### src/rtl/regfile_pkg.sv
// Shared constants for the register file with scoreboard.
// Optional feature macro: REGFILE_ZERO_REG_EN (register 0 hardwired to zero).
package regfile_pkg;

  localparam int unsigned DATA_W_DEF = 32;
  localparam int unsigned ADDR_W_DEF = 5;

endpackage : regfile_pkg

### src/rtl/regfile_scoreboard.sv
// Busy-bit scoreboard: tracks registers with a pending producer and keeps a
// registered count of busy registers.
// Ports:
//   clk, rst            - clock, async active-high reset
//   wr_en, destadd      - completing write (clears busy bit)
//   rsv_en, rsv_add     - reservation (sets busy bit)
//   srcadd1, srcadd2    - lookup addresses
//   src1_busy/src2_busy - busy status of the looked-up registers (combinational)
//   busy_cnt            - number of busy registers (registered)
// Macro REGFILE_ZERO_REG_EN: register 0 can never be reserved or busy.
module regfile_scoreboard
  import regfile_pkg::*;
#(
  parameter int unsigned ADDR_W = ADDR_W_DEF
) (
  input  logic              clk,
  input  logic              rst,
  input  logic              wr_en,
  input  logic [ADDR_W-1:0] destadd,
  input  logic              rsv_en,
  input  logic [ADDR_W-1:0] rsv_add,
  input  logic [ADDR_W-1:0] srcadd1,
  input  logic [ADDR_W-1:0] srcadd2,
  output logic              src1_busy,
  output logic              src2_busy,
  output logic [ADDR_W:0]   busy_cnt
);

  localparam int unsigned DEPTH = 2 ** ADDR_W;
  localparam int unsigned CNT_W = ADDR_W + 1;

  logic [DEPTH-1:0] busy_q, busy_d;
  logic [CNT_W-1:0] cnt_q, cnt_d;
  logic             rsv_ok;
  logic             inc;
  logic             dec;

  // Next busy vector and count; a reserve of the register being written wins.
  always_comb begin
    rsv_ok = rsv_en;
`ifdef REGFILE_ZERO_REG_EN
    rsv_ok = rsv_en && (rsv_add != '0);
`endif
    busy_d = busy_q;
    if (wr_en)  busy_d[destadd] = 1'b0;
    if (rsv_ok) busy_d[rsv_add] = 1'b1;
`ifdef REGFILE_ZERO_REG_EN
    busy_d[0] = 1'b0;
`endif
    // Count only real bit transitions, judged against the pre-edge state.
    inc = rsv_ok && !busy_q[rsv_add];
    dec = wr_en && busy_q[destadd] && !(rsv_ok && (rsv_add == destadd));
    cnt_d = cnt_q;
    if (inc && !dec && (cnt_q != CNT_W'(DEPTH))) begin
      cnt_d = cnt_q + CNT_W'(1);
    end else if (dec && !inc && (cnt_q != '0)) begin
      cnt_d = cnt_q - CNT_W'(1);
    end
  end

  always_ff @(posedge clk or posedge rst) begin
    if (rst) begin
      busy_q <= '0;
      cnt_q  <= '0;
    end else begin
      busy_q <= busy_d;
      cnt_q  <= cnt_d;
    end
  end

  // A same-cycle write to the looked-up register resolves its pending status.
  always_comb begin
    src1_busy = busy_q[srcadd1] && !(wr_en && (destadd == srcadd1)) && !rst;
    src2_busy = busy_q[srcadd2] && !(wr_en && (destadd == srcadd2)) && !rst;
  end

  assign busy_cnt = cnt_q;

endmodule : regfile_scoreboard

### src/rtl/regfile_sb.sv
// Two-read, one-write register file with write-through bypass and a busy
// scoreboard for pending producers.
// Ports:
//   clk, rst            - clock, async active-high reset
//   srcadd1, srcadd2    - read addresses
//   destadd, wr_en      - write address / strobe
//   ALUout              - write data
//   rsv_en, rsv_add     - reserve strobe / register
//   src1, src2          - read data (combinational, bypassed)
//   src1_busy/src2_busy - read register has pending write
//   busy_cnt            - number of busy registers
// Macro REGFILE_ZERO_REG_EN: register 0 reads zero and ignores writes/reserves.
module regfile_sb
  import regfile_pkg::*;
#(
  parameter int unsigned DATA_W = DATA_W_DEF,
  parameter int unsigned ADDR_W = ADDR_W_DEF
) (
  input  logic              clk,
  input  logic              rst,
  input  logic [ADDR_W-1:0] srcadd1,
  input  logic [ADDR_W-1:0] srcadd2,
  input  logic [ADDR_W-1:0] destadd,
  input  logic              wr_en,
  input  logic [DATA_W-1:0] ALUout,
  input  logic              rsv_en,
  input  logic [ADDR_W-1:0] rsv_add,
  output logic [DATA_W-1:0] src1,
  output logic [DATA_W-1:0] src2,
  output logic              src1_busy,
  output logic              src2_busy,
  output logic [ADDR_W:0]   busy_cnt
);

  localparam int unsigned DEPTH = 2 ** ADDR_W;

  logic [DATA_W-1:0] regs_q [DEPTH];
  logic [DATA_W-1:0] regs_d [DEPTH];
  logic              wr_ok;
  logic              rsv_ok;

  // Effective write/reserve strobes; nothing takes effect while in reset.
  always_comb begin
    wr_ok  = wr_en && !rst;
    rsv_ok = rsv_en && !rst;
`ifdef REGFILE_ZERO_REG_EN
    wr_ok  = wr_en && !rst && (destadd != '0);
`endif
  end

  always_comb begin
    regs_d = regs_q;
    if (wr_ok) regs_d[destadd] = ALUout;
  end

  always_ff @(posedge clk or posedge rst) begin
    if (rst) begin
      regs_q <= '{default: '0};
    end else begin
      regs_q <= regs_d;
    end
  end

  // Read ports with write-through bypass.
  always_comb begin
    src1 = regs_q[srcadd1];
    src2 = regs_q[srcadd2];
    if (wr_ok && (destadd == srcadd1)) src1 = ALUout;
    if (wr_ok && (destadd == srcadd2)) src2 = ALUout;
`ifdef REGFILE_ZERO_REG_EN
    if (srcadd1 == '0) src1 = '0;
    if (srcadd2 == '0) src2 = '0;
`endif
    if (rst) begin
      src1 = '0;
      src2 = '0;
    end
  end

  regfile_scoreboard #(
    .ADDR_W (ADDR_W)
  ) u_scoreboard (
    .clk       (clk),
    .rst       (rst),
    .wr_en     (wr_ok),
    .destadd   (destadd),
    .rsv_en    (rsv_ok),
    .rsv_add   (rsv_add),
    .srcadd1   (srcadd1),
    .srcadd2   (srcadd2),
    .src1_busy (src1_busy),
    .src2_busy (src2_busy),
    .busy_cnt  (busy_cnt)
  );

endmodule : regfile_sb

### config.mk
export PLATFORM = sky130hd
export DESIGN_NAME = regfile_sb
export DESIGN_NICKNAME = d
export VERILOG_FILES = /design/src/rtl/regfile_pkg.sv /design/src/rtl/regfile_scoreboard.sv /design/src/rtl/regfile_sb.sv
export SDC_FILE = /design/constraint.sdc
export NUM_CORES = 2
export LEC_CHECK = 0
export BUFFER_PORTS_ARGS = -buffer_cell sky130_fd_sc_hd__clkbuf_2
export CAP_MARGIN = 20
export CORE_MARGIN = 3
export CORE_UTILIZATION = 45
export DETAILED_ROUTE_END_ITERATION = 8
export PLACE_DENSITY = 0.68
export SKIP_LAST_GASP = 1
export SLEW_MARGIN = 15
export SYNTH_ARGS = -nofsm -noshare
export SYNTH_HDL_FRONTEND = slang
export SYNTH_SLANG_ARGS = --single-unit
### constraint.sdc
create_clock -name clk -period 57.4 [get_ports clk]
set_clock_uncertainty 0.1 [all_clocks]
set_input_delay 11.48 -clock clk [delete_from_list [all_inputs] [get_ports clk]]
set_output_delay 11.48 -clock clk [all_outputs]
set_load 0.02 [all_outputs]
; After elaboration in Yosys (flattened, before gate mapping)
; Cells that the tools add are included.
[op_classes]
bitwise_logic = 6
magnitude_cmp = 10
reduce_logical = 28
mux = 29
add_sub_neg = 2
n_eq_ne = 4
[ops]
columns = operator, n
row1 = 1024-bit bitwise mux, 1
row2 = 32-bit two-way mux, 11
row3 = 32-bit binary-select mux with 5-bit select, 2
row4 = 32-bit demux with 5-bit select, 1
row5 = 32-bit bitwise AND, 1
row6 = 32-bit inverter, 1
row7 = 32-bit OR, 1
row8 = "5-bit by 6-bit < comparator with 1-bit output, second input constant", 4
row9 = 1-bit binary-select mux with 5-bit select, 4
row10 = 1-bit logical AND, 19
row11 = "6-bit >= comparator, second input constant", 3
row12 = 5-bit inverter with 6-bit output, 3
row13 = 5-bit equality test, 3
row14 = 6-bit two-way mux, 2
row15 = 1-bit demux with 5-bit select, 2
row16 = "5-bit by 1-bit >= comparator with 1-bit output, second input constant", 2
row17 = 1-bit logical NOT, 7
row18 = "6-bit by 1-bit adder with 6-bit output, second input constant", 1
row19 = "6-bit by 1-bit < comparator with 1-bit output, second input constant", 1
row20 = 1-bit two-way mux, 6
row21 = "6-bit inequality test, second input constant", 1
row22 = 6-bit nonzero test, 1
row23 = "6-bit by 1-bit subtractor with 6-bit output, second input constant", 1
row24 = 2-bit nonzero test, 1
[totals]
regBits = 1062
out_inout_bits = 72
wordCells = 113
inputBits = 56

; Longest topological paths before layout
[depth]
ltp_word = 9
ltp_mapped = 15
mapped_depth_nobuf = 13

; Modules after synthesis
; Synthesis repeated with hierarchy kept, for this count alone.
[unflattened]
cells_unflattened = 4314
area_unflattened_um2 = 59587.1
[modules_own_cells]
columns = module, area_per_inst_um2, cells_each, n_inst, seq_area_each_um2
row1 = regfile_sb, 56509.2, 4033, 1, 25624.6
row2 = regfile_scoreboard, 3078.0, 281, 1, 950.9

; Least setup slack after synthesis
; No wires, ideal clock.
[synth_timing]
kind = input -> output
startpoint = input port rst
endpoint = output port src2[20]
required_time_ps = 45820
setup_slack_ps = 6545
t_arrival_ps = 39275
path_buffers = 1
stages = 6
cell_sequence = inv_1 > nand2_1 > nor3_1 > or2_2 > clkbuf_1 > o21ai_0
[synth_between]
elab_chain_len = 5
[synth_rtl]
columns = element, line
row1 = from (decl), regfile_sb.sv:20  ; input logic rst,
row2 = 1-bit logical NOT (no line), n/a
row3 = 1-bit logical AND, regfile_sb.sv:44  ; wr_ok = wr_en && !rst;
row4 = 1-bit logical AND, regfile_sb.sv:69  ; if (wr_ok && (destadd == srcadd2)) src2 = ALUout;
row5 = 32-bit two-way mux, regfile_sb.sv:69
row6 = 32-bit two-way mux *, regfile_sb.sv:74  ; if (rst) begin
row7 = to (decl), regfile_sb.sv:29  ; output logic [DATA_W-1:0] src2,
; Mark *: on every way between the ends. The rest lies on a longest branch, timed or not.

; Worst setup path after layout
[layout_timing]
startpoint = input port srcadd1[1]
endpoint = output port src1[25]
[layout_between]
elab_chain_len = 6
word_cells_on_any_way = 8
classes_between = 1 x eq/ne / 5 x mux / 1 x bitwise / 1 x reduce/logical
[layout_rtl]
columns = element, line
row1 = from (decl), regfile_sb.sv:21  ; input logic [ADDR_W-1:0] srcadd1,
row2 = 5-bit inverter with 6-bit output (not written as such), regfile_sb.sv:66  ; src1 = regs_q[srcadd1];
row3 = 32-bit binary-select mux with 5-bit select, regfile_sb.sv:66
row4 = 32-bit two-way mux (not written as such) (2 in a row), regfile_sb.sv:66
row5 = 32-bit two-way mux *, regfile_sb.sv:68  ; if (wr_ok && (destadd == srcadd1)) src1 = ALUout;
row6 = 32-bit two-way mux *, regfile_sb.sv:74
row7 = to (decl), regfile_sb.sv:28  ; output logic [DATA_W-1:0] src1,
; Mark *: on every way between the ends. The rest lies on a longest branch, timed or not. The select of a mux whose other input is x is not followed.

==> out/results.tsv <==
metric	value	unit
status	finished clean	
viasPerCell	6.65	
wirelength	168000	um
start_util	45.7	%
hold_path.class	reg -> reg	
grt_pass1_wl	250000	um
core_area	0.126	sq mm
drv_slew	0	
final-setup-viol-count	0	
comb_power_share	17.8	%
io_buffers	127	
synthesis.area	0.0577	sq mm
power_frac_clock	37.9	%
synthFlopType	dfrtp_1	
crit_type	in -> out	
drc_errors	0	
worstMarginPinSlew	1.17	ns
clock_sinks	1062	
ys_ff_latch	1062	
cts_resized	0	
clkTransAtPathRegs	0.06	ns
ys_top_cells_by_count	dfrtp_1, mux2_2, mux4_2	
grt_max_degree	159	
cp.arrival	15.88	ns
period_share	47.8	%
cp.required	45.82	ns
fill_cells	10362	
fin_hold_ws	0.419	ns
cp-end-kind	output pin	
yosysTopAreaCell	dfrtp_1	
dr.pass1.iters	5	
slew_headroom	22.2	%
fin_crit	27.46	ns
die-area	0.133	sq mm
die_h	364	um
max_stage_delay	0.93	ns
clkLatencyLatePin	0.69	ns
dp_slack	29.92	ns
hold_buffers	0	
die_x	364	um
vias	34925	
num_rows	130	
synthArstFlopShare	100	%
ir_worst_vdd	0.0240	mV
drt.antenna.violating_nets	0	
cts_tree	built	
numCtsBuffers	112	
r2r_start	u_scoreboard.busy_q[2]	
drt_iter0_drc	3460	
max_freq	36.4	MHz
globalplace.congestion	0.806	
fin_tns_setup	0	ns
grt_overflow	0	
intPower	1.56	mW
cp_max_fo	96	
startpoint	srcadd1[1]	
cp_num_buf_inv	4	
crit_slowest_cell	buf_4	
synth-edff-count	0	
crit_family	buffers and inverters	
io_pins	128	
post_cts_buffers	0	
synth_nets	3654	
power_switching	538	uW
pwr_density_cell	33.0	mW/mm^2
synth.avg_cell_area	16.1	sq um
yosys_warnings	0	
min_from	regs_q[683]	
multi_input_area	0.0297	sq mm
cap_viol_max_count	0	
wire_per_inst	32.0	um
postLayoutCoreUtil	50.4	%
grt_pass1_vias	35655	
antenna_found_initial	6	
dp_hpwl	84900	um
synth_top_area_share	46.1	%
timing.final.hold_violations	0	
num-nets-final	3566	
drive_gt1_share	58.9	%
syn_inst	3593	
dpl_cell_area	0.0596	sq mm
crit_path_cell_trace	buf_8, buf_4, buf_4, mux4_2, mux4_2, mux2i_1, nor2_1, a21oi_1, nor2_1, clkbuf_2	
ff_latch_area	0.0266	sq mm
root_buffer	clkbuf_16	
ys_seq_area_share	46.1	%
leakage	28.1	nW
worstSetupStartpointType	input port	
clockBufferDepth	3	
rsz0062_at_grt	false	
ys_top_cells_by_area	dfrtp_1, mux4_2, mux2_2, mux2i_1, clkbuf_1	
final_area	0.0637	sq mm
yosysUniqueCellTypes	57	
setup_slack	29.94	ns
pwr-share-seq	44.4	%
yosysMostFrequentCell	dfrtp_1	
h-tree-depth	3	
grt_usage	25.6	%
synthToLayoutAreaGrowth	10.4	%
netSwitchingFraction	25.7	%
[worst paths after layout]
path	end	cells past startpoint	slack [ns]
min reg2reg	regs_q[683]	1	0.42
min	regs_q[683]	1	0.42
max in group asynchronous	regs_q[13]	7	41.77
max reg2reg	u_scoreboard.busy_cnt[5]	13	53.43
min in group asynchronous	u_scoreboard.busy_cnt[2]	2	11.01
max	src1[25]	10	29.94
[cells by family after synthesis]
kind of cell / count (synthesis) / share of synthesized area, %
fa+ha+maj: 5 / 0.121
flops: 1062 / 46.1
buf+inv: 398 / 2.89
compound gates: 134 / 1.39
mux: 1786 / 47.7
simple gates: 188 / 1.56
xor+xnor: 20 / 0.330
[metrics by stage]
step	instances	power [mW]
after detailed placement	5039	1.31
after floorplan	3593	1.22
after global routing	5249	2.18
final	5250	2.10
after global placement	5039	1.30
after CTS	5247	2.11
[placed cells by master (no fill, tap or decap), types with 4 or more instances in the layout]
cell,instances
nand3b_1,6
o21ai_0,69
o22ai_1,13
clkbuf_2,117
dfrtp_1,1062
nand2_4,16
clkbuf_8,33
mux2_2,1036
nand2b_1,7
mux2i_1,84
buf_8,4
nor2_4,16
inv_1,14
nor2_1,26
nand2_1,71
a21oi_1,17
nor3_1,4
clkbuf_16,116
ha_1,4
bufinv_16,17
nand3_1,7
a22o_1,12
xnor2_1,12
clkbuf_1,18
xor2_1,7
clkinv_2,19
buf_4,51
mux4_2,665
nor3_2,5
buf_12,5
[state kept, by name (all words and copies together) (netlist names)]
| signal | count |
|---|---|
| regs_q | 1024 |
| u_scoreboard.busy_cnt | 6 |
| u_scoreboard.busy_q | 32 |
[power groups by stage]
stage          Clock (mW)  Combinational (mW)  Sequential, mW
3_3_place_gp            0               0.367           0.936
6_report            0.795               0.373           0.931
3_5_place_dp            0               0.373           0.940
4_1_cts             0.808               0.375           0.927
2_1_floorplan           0               0.300           0.919
5_1_grt             0.836               0.400           0.944
[final cells by class]
class / count / area share (%)
timing repair buffer: 181 / 1.86
sequential: 1062 / 41.7
clock inverter: 41 / 1.03
clock buffer: 167 / 5.38
inverter: 15 / 0.100
multi-input combinational: 2133 / 46.7
antenna: 1 / 0.00393
tap: 1650 / 3.24
[per-layer routing]
metal | vias up | global-route usage, % | wire length, um | part of all wire, %
li1 | 13899 | - | - | -
met1 | 19217 | 36.7 | 71000 | 42
met2 | 1484 | 39.9 | 78400 | 47
met3 | 321 | 4.74 | 12900 | 7.7
met4 | 4 | 8.27 | 5650 | 3.4
met5 | - | 0 | 27 | 0.016
(Power assumes the default switching activity.)
